--- config.mk ---
export PLATFORM = sky130hd
export DESIGN_NAME = instruction_fetch
export DESIGN_NICKNAME = d
export VERILOG_FILES = /design/src/rtl/instruction_fetch.sv
export SDC_FILE = /design/constraint.sdc
export NUM_CORES = 1
export LEC_CHECK = 0
export CAP_MARGIN = 20
export CORE_UTILIZATION = 35
export CTS_CLUSTER_SIZE = 24
export DETAILED_ROUTE_END_ITERATION = 16
export DONT_BUFFER_PORTS = 1
export PLACE_DENSITY = 0.53
export SLEW_MARGIN = 20
export SYNTH_ARGS = -nofsm -noshare
export SYNTH_HDL_FRONTEND = slang
export SYNTH_SLANG_ARGS = --single-unit
--- constraint.sdc ---
create_clock -name clk -period 2.5 [get_ports clk]
set_input_delay 0.5 -clock clk [delete_from_list [all_inputs] [get_ports clk]]
set_output_delay 0.5 -clock clk [all_outputs]
set_load 0.02 [all_outputs]
--- src/rtl/instruction_fetch.sv ---
// Fetch stage: owns the PC, issues word reads over req/ack, one-entry skid
// buffer for stall, drop flag for redirect. Optional macro: IFETCH_PERF_EN.
//
// Ports:
//   clk, rst_n             clock, async active-low reset
//   imem_req, imem_addr    read request / word address to instruction memory
//   imem_ack, imem_rdata   one-cycle ack with read data
//   stall                  downstream cannot accept the presented instruction
//   branch_taken/_target   redirect pulse and target from execute
//   instruction_memory     instruction presented to the decoder
//   instr_valid, pc_out    valid flag and PC of the presented instruction
//   bubble_count           (IFETCH_PERF_EN only) saturating bubble counter
module instruction_fetch #(
  parameter logic [31:0] RESET_PC = 32'h0000_0000,
  parameter logic [31:0] PC_STEP  = 32'd4
) (
  input  logic        clk,
  input  logic        rst_n,
  output logic        imem_req,
  output logic [31:0] imem_addr,
  input  logic        imem_ack,
  input  logic [31:0] imem_rdata,
  input  logic        stall,
  input  logic        branch_taken,
  input  logic [31:0] branch_target,
  output logic [31:0] instruction_memory,
  output logic        instr_valid,
  output logic [31:0] pc_out
`ifdef IFETCH_PERF_EN
  ,
  output logic [31:0] bubble_count
`endif
);

  typedef enum logic [1:0] {
    IDLE  = 2'd0,
    FETCH = 2'd1,
    HOLD  = 2'd2
  } state_t;

  state_t      state_q, state_d;
  logic [31:0] pc_q, pc_d;
  logic [31:0] instr_q, instr_d;
  logic [31:0] pco_q, pco_d;
  logic        valid_q, valid_d;
  logic [31:0] skid_instr_q, skid_instr_d;
  logic [31:0] skid_pc_q, skid_pc_d;
  logic        skid_valid_q, skid_valid_d;
  logic        drop_q, drop_d;

  logic        fire;
  logic        slot_free;
  logic [31:0] tgt;
  logic        unused_tgt;

  assign fire      = (state_q == FETCH) && imem_ack;
  assign slot_free = !valid_q || !stall;
  assign tgt       = {branch_target[31:2], 2'b00};
  assign unused_tgt = ^branch_target[1:0];

  // State register
  always_ff @(posedge clk or negedge rst_n) begin
    if (!rst_n) begin
      state_q <= IDLE;
    end else begin
      state_q <= state_d;
    end
  end

  // Next state
  always_comb begin
    state_d = state_q;
    unique case (state_q)
      IDLE:  state_d = FETCH;
      FETCH: begin
        if (branch_taken) begin
          state_d = FETCH;
        end else if (fire && !drop_q && !slot_free) begin
          state_d = HOLD;
        end
      end
      HOLD: begin
        if (branch_taken || !stall) begin
          state_d = FETCH;
        end
      end
      default: state_d = IDLE;
    endcase
  end

  // Outputs of the FSM: request is live for the whole FETCH state
  always_comb begin
    imem_req  = (state_q == FETCH);
    imem_addr = pc_q;
  end

  // Datapath next state
  always_comb begin
    pc_d         = pc_q;
    instr_d      = instr_q;
    pco_d        = pco_q;
    valid_d      = valid_q;
    skid_instr_d = skid_instr_q;
    skid_pc_d    = skid_pc_q;
    skid_valid_d = skid_valid_q;
    drop_d       = drop_q;
    if (branch_taken) begin
      pc_d         = tgt;
      valid_d      = 1'b0;
      instr_d      = 32'h0;
      skid_valid_d = 1'b0;
      skid_instr_d = 32'h0;
      skid_pc_d    = 32'h0;
      // An unanswered request must have its late ack discarded;
      // an ack landing now ends that request, so nothing stays pending.
      if (state_q == FETCH) begin
        drop_d = !imem_ack;
      end
    end else if (fire && drop_q) begin
      drop_d = 1'b0;
    end else if (fire && slot_free) begin
      instr_d = imem_rdata;
      pco_d   = pc_q;
      valid_d = 1'b1;
      pc_d    = pc_q + PC_STEP;
    end else if (fire) begin
      skid_instr_d = imem_rdata;
      skid_pc_d    = pc_q;
      skid_valid_d = 1'b1;
      pc_d         = pc_q + PC_STEP;
    end else if (state_q == HOLD && !stall) begin
      instr_d      = skid_instr_q;
      pco_d        = skid_pc_q;
      valid_d      = 1'b1;
      skid_valid_d = 1'b0;
    end else if (valid_q && !stall) begin
      valid_d = 1'b0;
      instr_d = 32'h0;
    end
  end

  always_ff @(posedge clk or negedge rst_n) begin
    if (!rst_n) begin
      pc_q         <= RESET_PC;
      instr_q      <= 32'h0;
      pco_q        <= 32'h0;
      valid_q      <= 1'b0;
      skid_instr_q <= 32'h0;
      skid_pc_q    <= 32'h0;
      skid_valid_q <= 1'b0;
      drop_q       <= 1'b0;
    end else begin
      pc_q         <= pc_d;
      instr_q      <= instr_d;
      pco_q        <= pco_d;
      valid_q      <= valid_d;
      skid_instr_q <= skid_instr_d;
      skid_pc_q    <= skid_pc_d;
      skid_valid_q <= skid_valid_d;
      drop_q       <= drop_d;
    end
  end

  assign instruction_memory = instr_q;
  assign instr_valid        = valid_q;
  assign pc_out             = pco_q;

`ifdef IFETCH_PERF_EN
  logic [31:0] bub_q;

  always_ff @(posedge clk or negedge rst_n) begin
    if (!rst_n) begin
      bub_q <= 32'h0;
    end else if (!valid_q && bub_q != 32'hFFFF_FFFF) begin
      bub_q <= bub_q + 32'd1;
    end
  end

  assign bubble_count = bub_q;
`endif

endmodule

==> impl_results.md <==
- H-tree depth: 4
- Fin crit share: between 90% and 100%
- Cell mode on critical path: mux2_2
- Relative slew slack: ~47%
- Tot Pwr: ~0.0066 W
- Post-CTS sizing: 0
- Vias in the first global route: roughly 5700
- Final #Nets: approximately 800
- Critical path cell sequence: and3b_1 > and2_4 > buf_4 > mux2_2 > mux2_2
- Global-route wire length before repair: about 32000 um
- Final setup vio count: 0
- Setup crit start kind: flop
- Setup crit end kind: flop
- #FFs+latches synth: 160
- Layout Area Growth over Synthesis: 12.9%
- Layout Skew: roughly 0.0091 ns
- Fin crit period: between 2 and 2.5 ns
- Dominant cell type by area after synthesis: dfrtp_1
- Share of layout cells above drive strength 1: 18.7%
- I/O pins: 167
- Critical Path AT: ~2.6 ns
- Max Fanout on Critical Path: 57
- Worst Reg-to-Reg Cells: 5
- Synth Instances: approximately 730
- Final Non-Filler Cells: 1014
- Clk buf depth: 2
- Die width: between 100 and 150 um
- R2R Path Start: state_q[1]
- Number of fillers in the final layout: around 2000
- Core Region: roughly 21000 sq um
- Multi-input gate area: approximately 3200 sq um
- Seq/Total Area, Yosys: between 50% and 60%
- Worst Path Buf+Inv: 1
- Final Hold Fails: between 150 and 200
- Max Freq: about 0.43 GHz
- All-layer global routing usage: between 10% and 20%
- Synth top area cells: dfrtp_1 53%, mux2_2 9.0%, nand2_1 7.5%, a21oi_1 4.5%, o2bb2ai_1 3.0%
- Final Max Tran Viols: 0
- Dpl cells: slightly below 1000
- Remaining Overflow, GRT: 0
- WL/cell: approximately 20 um
- Total wire length: 20100 um
- Peak supply drop: between 0.4 and 0.5 mV
- Hpwl dp: approximately 13000 um
- Register Area: 4000 sq um
- Sink Count: 160
- Critical Path End: pc_out[22]
- Port Buffers: 0
- Status: finished, violations left
- PwrDens: between 700 and 800 nW/um^2
- Pre-antenna DRT Iters: 5
- Sum Neg Setup Slack: 0 ns
- Worst Tran Pin Value: 0.789 ns
- Initial Utilization: between 30 and 40%
- Yosys warning total: 0
- Mapped Avg Cell Area: 10.3 sq um
- Vias/cell: roughly 5.6
- Max Cap Violations: 0
- Leakage: roughly 3.5 nW
- Setup Crit Path Kind: reg2reg
- DRC violations left: 0
- RSZ-0062 raised after global routing: no
- Worst-Skew Late Latency: 0.43 ns
- Standard-cell rows: between 50 and 60
- Crit. Startpoint: state_q[1]
- Largest stage delay, worst path: approximately 0.63 ns
- Cell Area, Synth: about 7500 sq um
- Remaining antenna violation count: 0
- Setup Fix Bufs, Post-CTS: 0
- Total CTS buffers: 17
- CTS tree: built
- Failing checks: negative hold slack
- Fin Hold WS: -0.236 ns
- WP data required: between 2 and 3 ns
- Distinct cell type count after synthesis: between 40 and 50
- Clock transition at the registers of the reported paths: ~0.070 ns
- Crit. path cell count: 5
- Largest net degree at the start of global routing: 161
- Die area: between 20000 and 25000 sq um
- Reg2reg setup slack: ~0.18 ns
- Hold Path Class: in2async
- Slowest cell on crit path: buf_4
- Die Span Y: ~150 um
- Via count: between 5000 and 6000
- CTS root buf: clkbuf_16
- Initial antenna violation count: 1
- Top-area cell type share of the netlist area: ~53%
- CP top delay family: multiplexers
- Initial DRC count: roughly 370
- RD Place Congestion: just under 0.8
- Reg2reg end: pc_out[22]
[per-stage QoR]
step / setup WS [ns] / instance area [sq um] / util [%]
6_report: 0.179 / 8460 / 40.3
5_1_grt: 0.0831 / 8460 / 40.3
4_1_cts: 0.187 / 8460 / 40.3
3_5_place_dp: 0.200 / 7870 / 37.4
3_3_place_gp: 0.222 / 7840 / 37.3
2_1_floorplan: 0.561 / 7500 / -
[registers in the layout (all words and copies together), names as in the netlist]
| register | cells |
|---|---|
| state_q | 2 |
| skid_instr_q | 32 |
| instruction_memory | 32 |
| skid_pc_q | 31 |
| imem_addr | 30 |
| pc_out | 31 |
| drop_q | 1 |
| instr_valid | 1 |
[routing by layer]
metal | track usage [%] | vias to the layer above | routed length [um]
met1 | 24.8 | 2830 | 8860
met3 | 6.29 | 23 | 1420
li1 | - | 2630 | -
met2 | 29.6 | 165 | 9410
met5 | 0 | - | 0
met4 | 6.86 | 0 | 372
[worst min-delay path by stage]
stage / depth (start not counted) / end / slack [ns] / startpoint
after floorplan: 0 / drop_q / 0.20 / rst_n
after global placement: 0 / pc_out[13] / 0.21 / rst_n
after detailed placement: 0 / skid_pc_q[11] / 0.21 / rst_n
after global routing: 0 / skid_pc_q[10] / -0.27 / rst_n
final: 0 / skid_pc_q[11] / -0.24 / rst_n
after CTS: 0 / skid_pc_q[11] / -0.26 / rst_n
[Yosys cell counts, drive strengths merged]
cell type and count:
nor2 18, dfrtp 160, a32oi 6, o21bai 1
nor3 6, a31oi 21, or3 1, o31ai 12
nor2b 3, buf 25, xor2 6, nor3b 1
mux2i 1, mux2 61, or4b 1, and4 10
xnor2 2, conb 1, o21ai 12, and3b 1
ha 1, inv 5, clkbuf 35, and2 5
nand4 12, nand3 18, a21bo 1, a21oi 67
or4 19, nand2 149, nand4b 1, o211ai 8
a22oi 26, and3 8, o2bb2ai 26, and4bb 1
[cell usage in the layout, fill, tap and decap left out, drive strengths merged, types with 18 or more instances in the layout]
cell type,instances
dfrtp,160
nand2,149
a21oi,67
mux2,61
buf,34
a22oi,26
o2bb2ai,26
a31oi,21
or4,19
clkbuf,19
nor2,18
nand3,18
[worst reg2reg max path, cell delays in order, from the launching register on]
cell     delay (ns)
dfrtp_1        0.45
and3b_1        0.27
and2_4         0.16
buf_4          0.63
mux2_2         0.44
mux2_2         0.26
[where the power goes]
part	internal, W	switching [W]	leakage [nW]
logic	0.000336	0.000395	1.10
registers	0.00281	0.000405	2.12
clock network	0.00152	0.00115	0.279
total	0.00467	0.00195	3.50
[kinds of logic after synthesis]
logic type | synth area share, %
AOI/OAI and AO/OA | 15.7
xor gates and xnor gates | 0.935
adders and majority gates | 0.167
buffers and inverters | 4.17
DFF | 53.4
muxes | 9.35
other | 0.0500
and+or+nand+nor | 16.3
[final cells by class]
cell class                 instances  share of cell area (%)
clock inverter                    13                    1.82
sequential                       160                    47.3
inverter                           5                   0.222
antenna                            1                  0.0296
tap                              275                    4.07
multi-input combinational        507                    37.9
timing repair buffer              34                    3.40
clock buffer                      19                    5.23
Note: power is estimated with default switching activity, not from simulation.
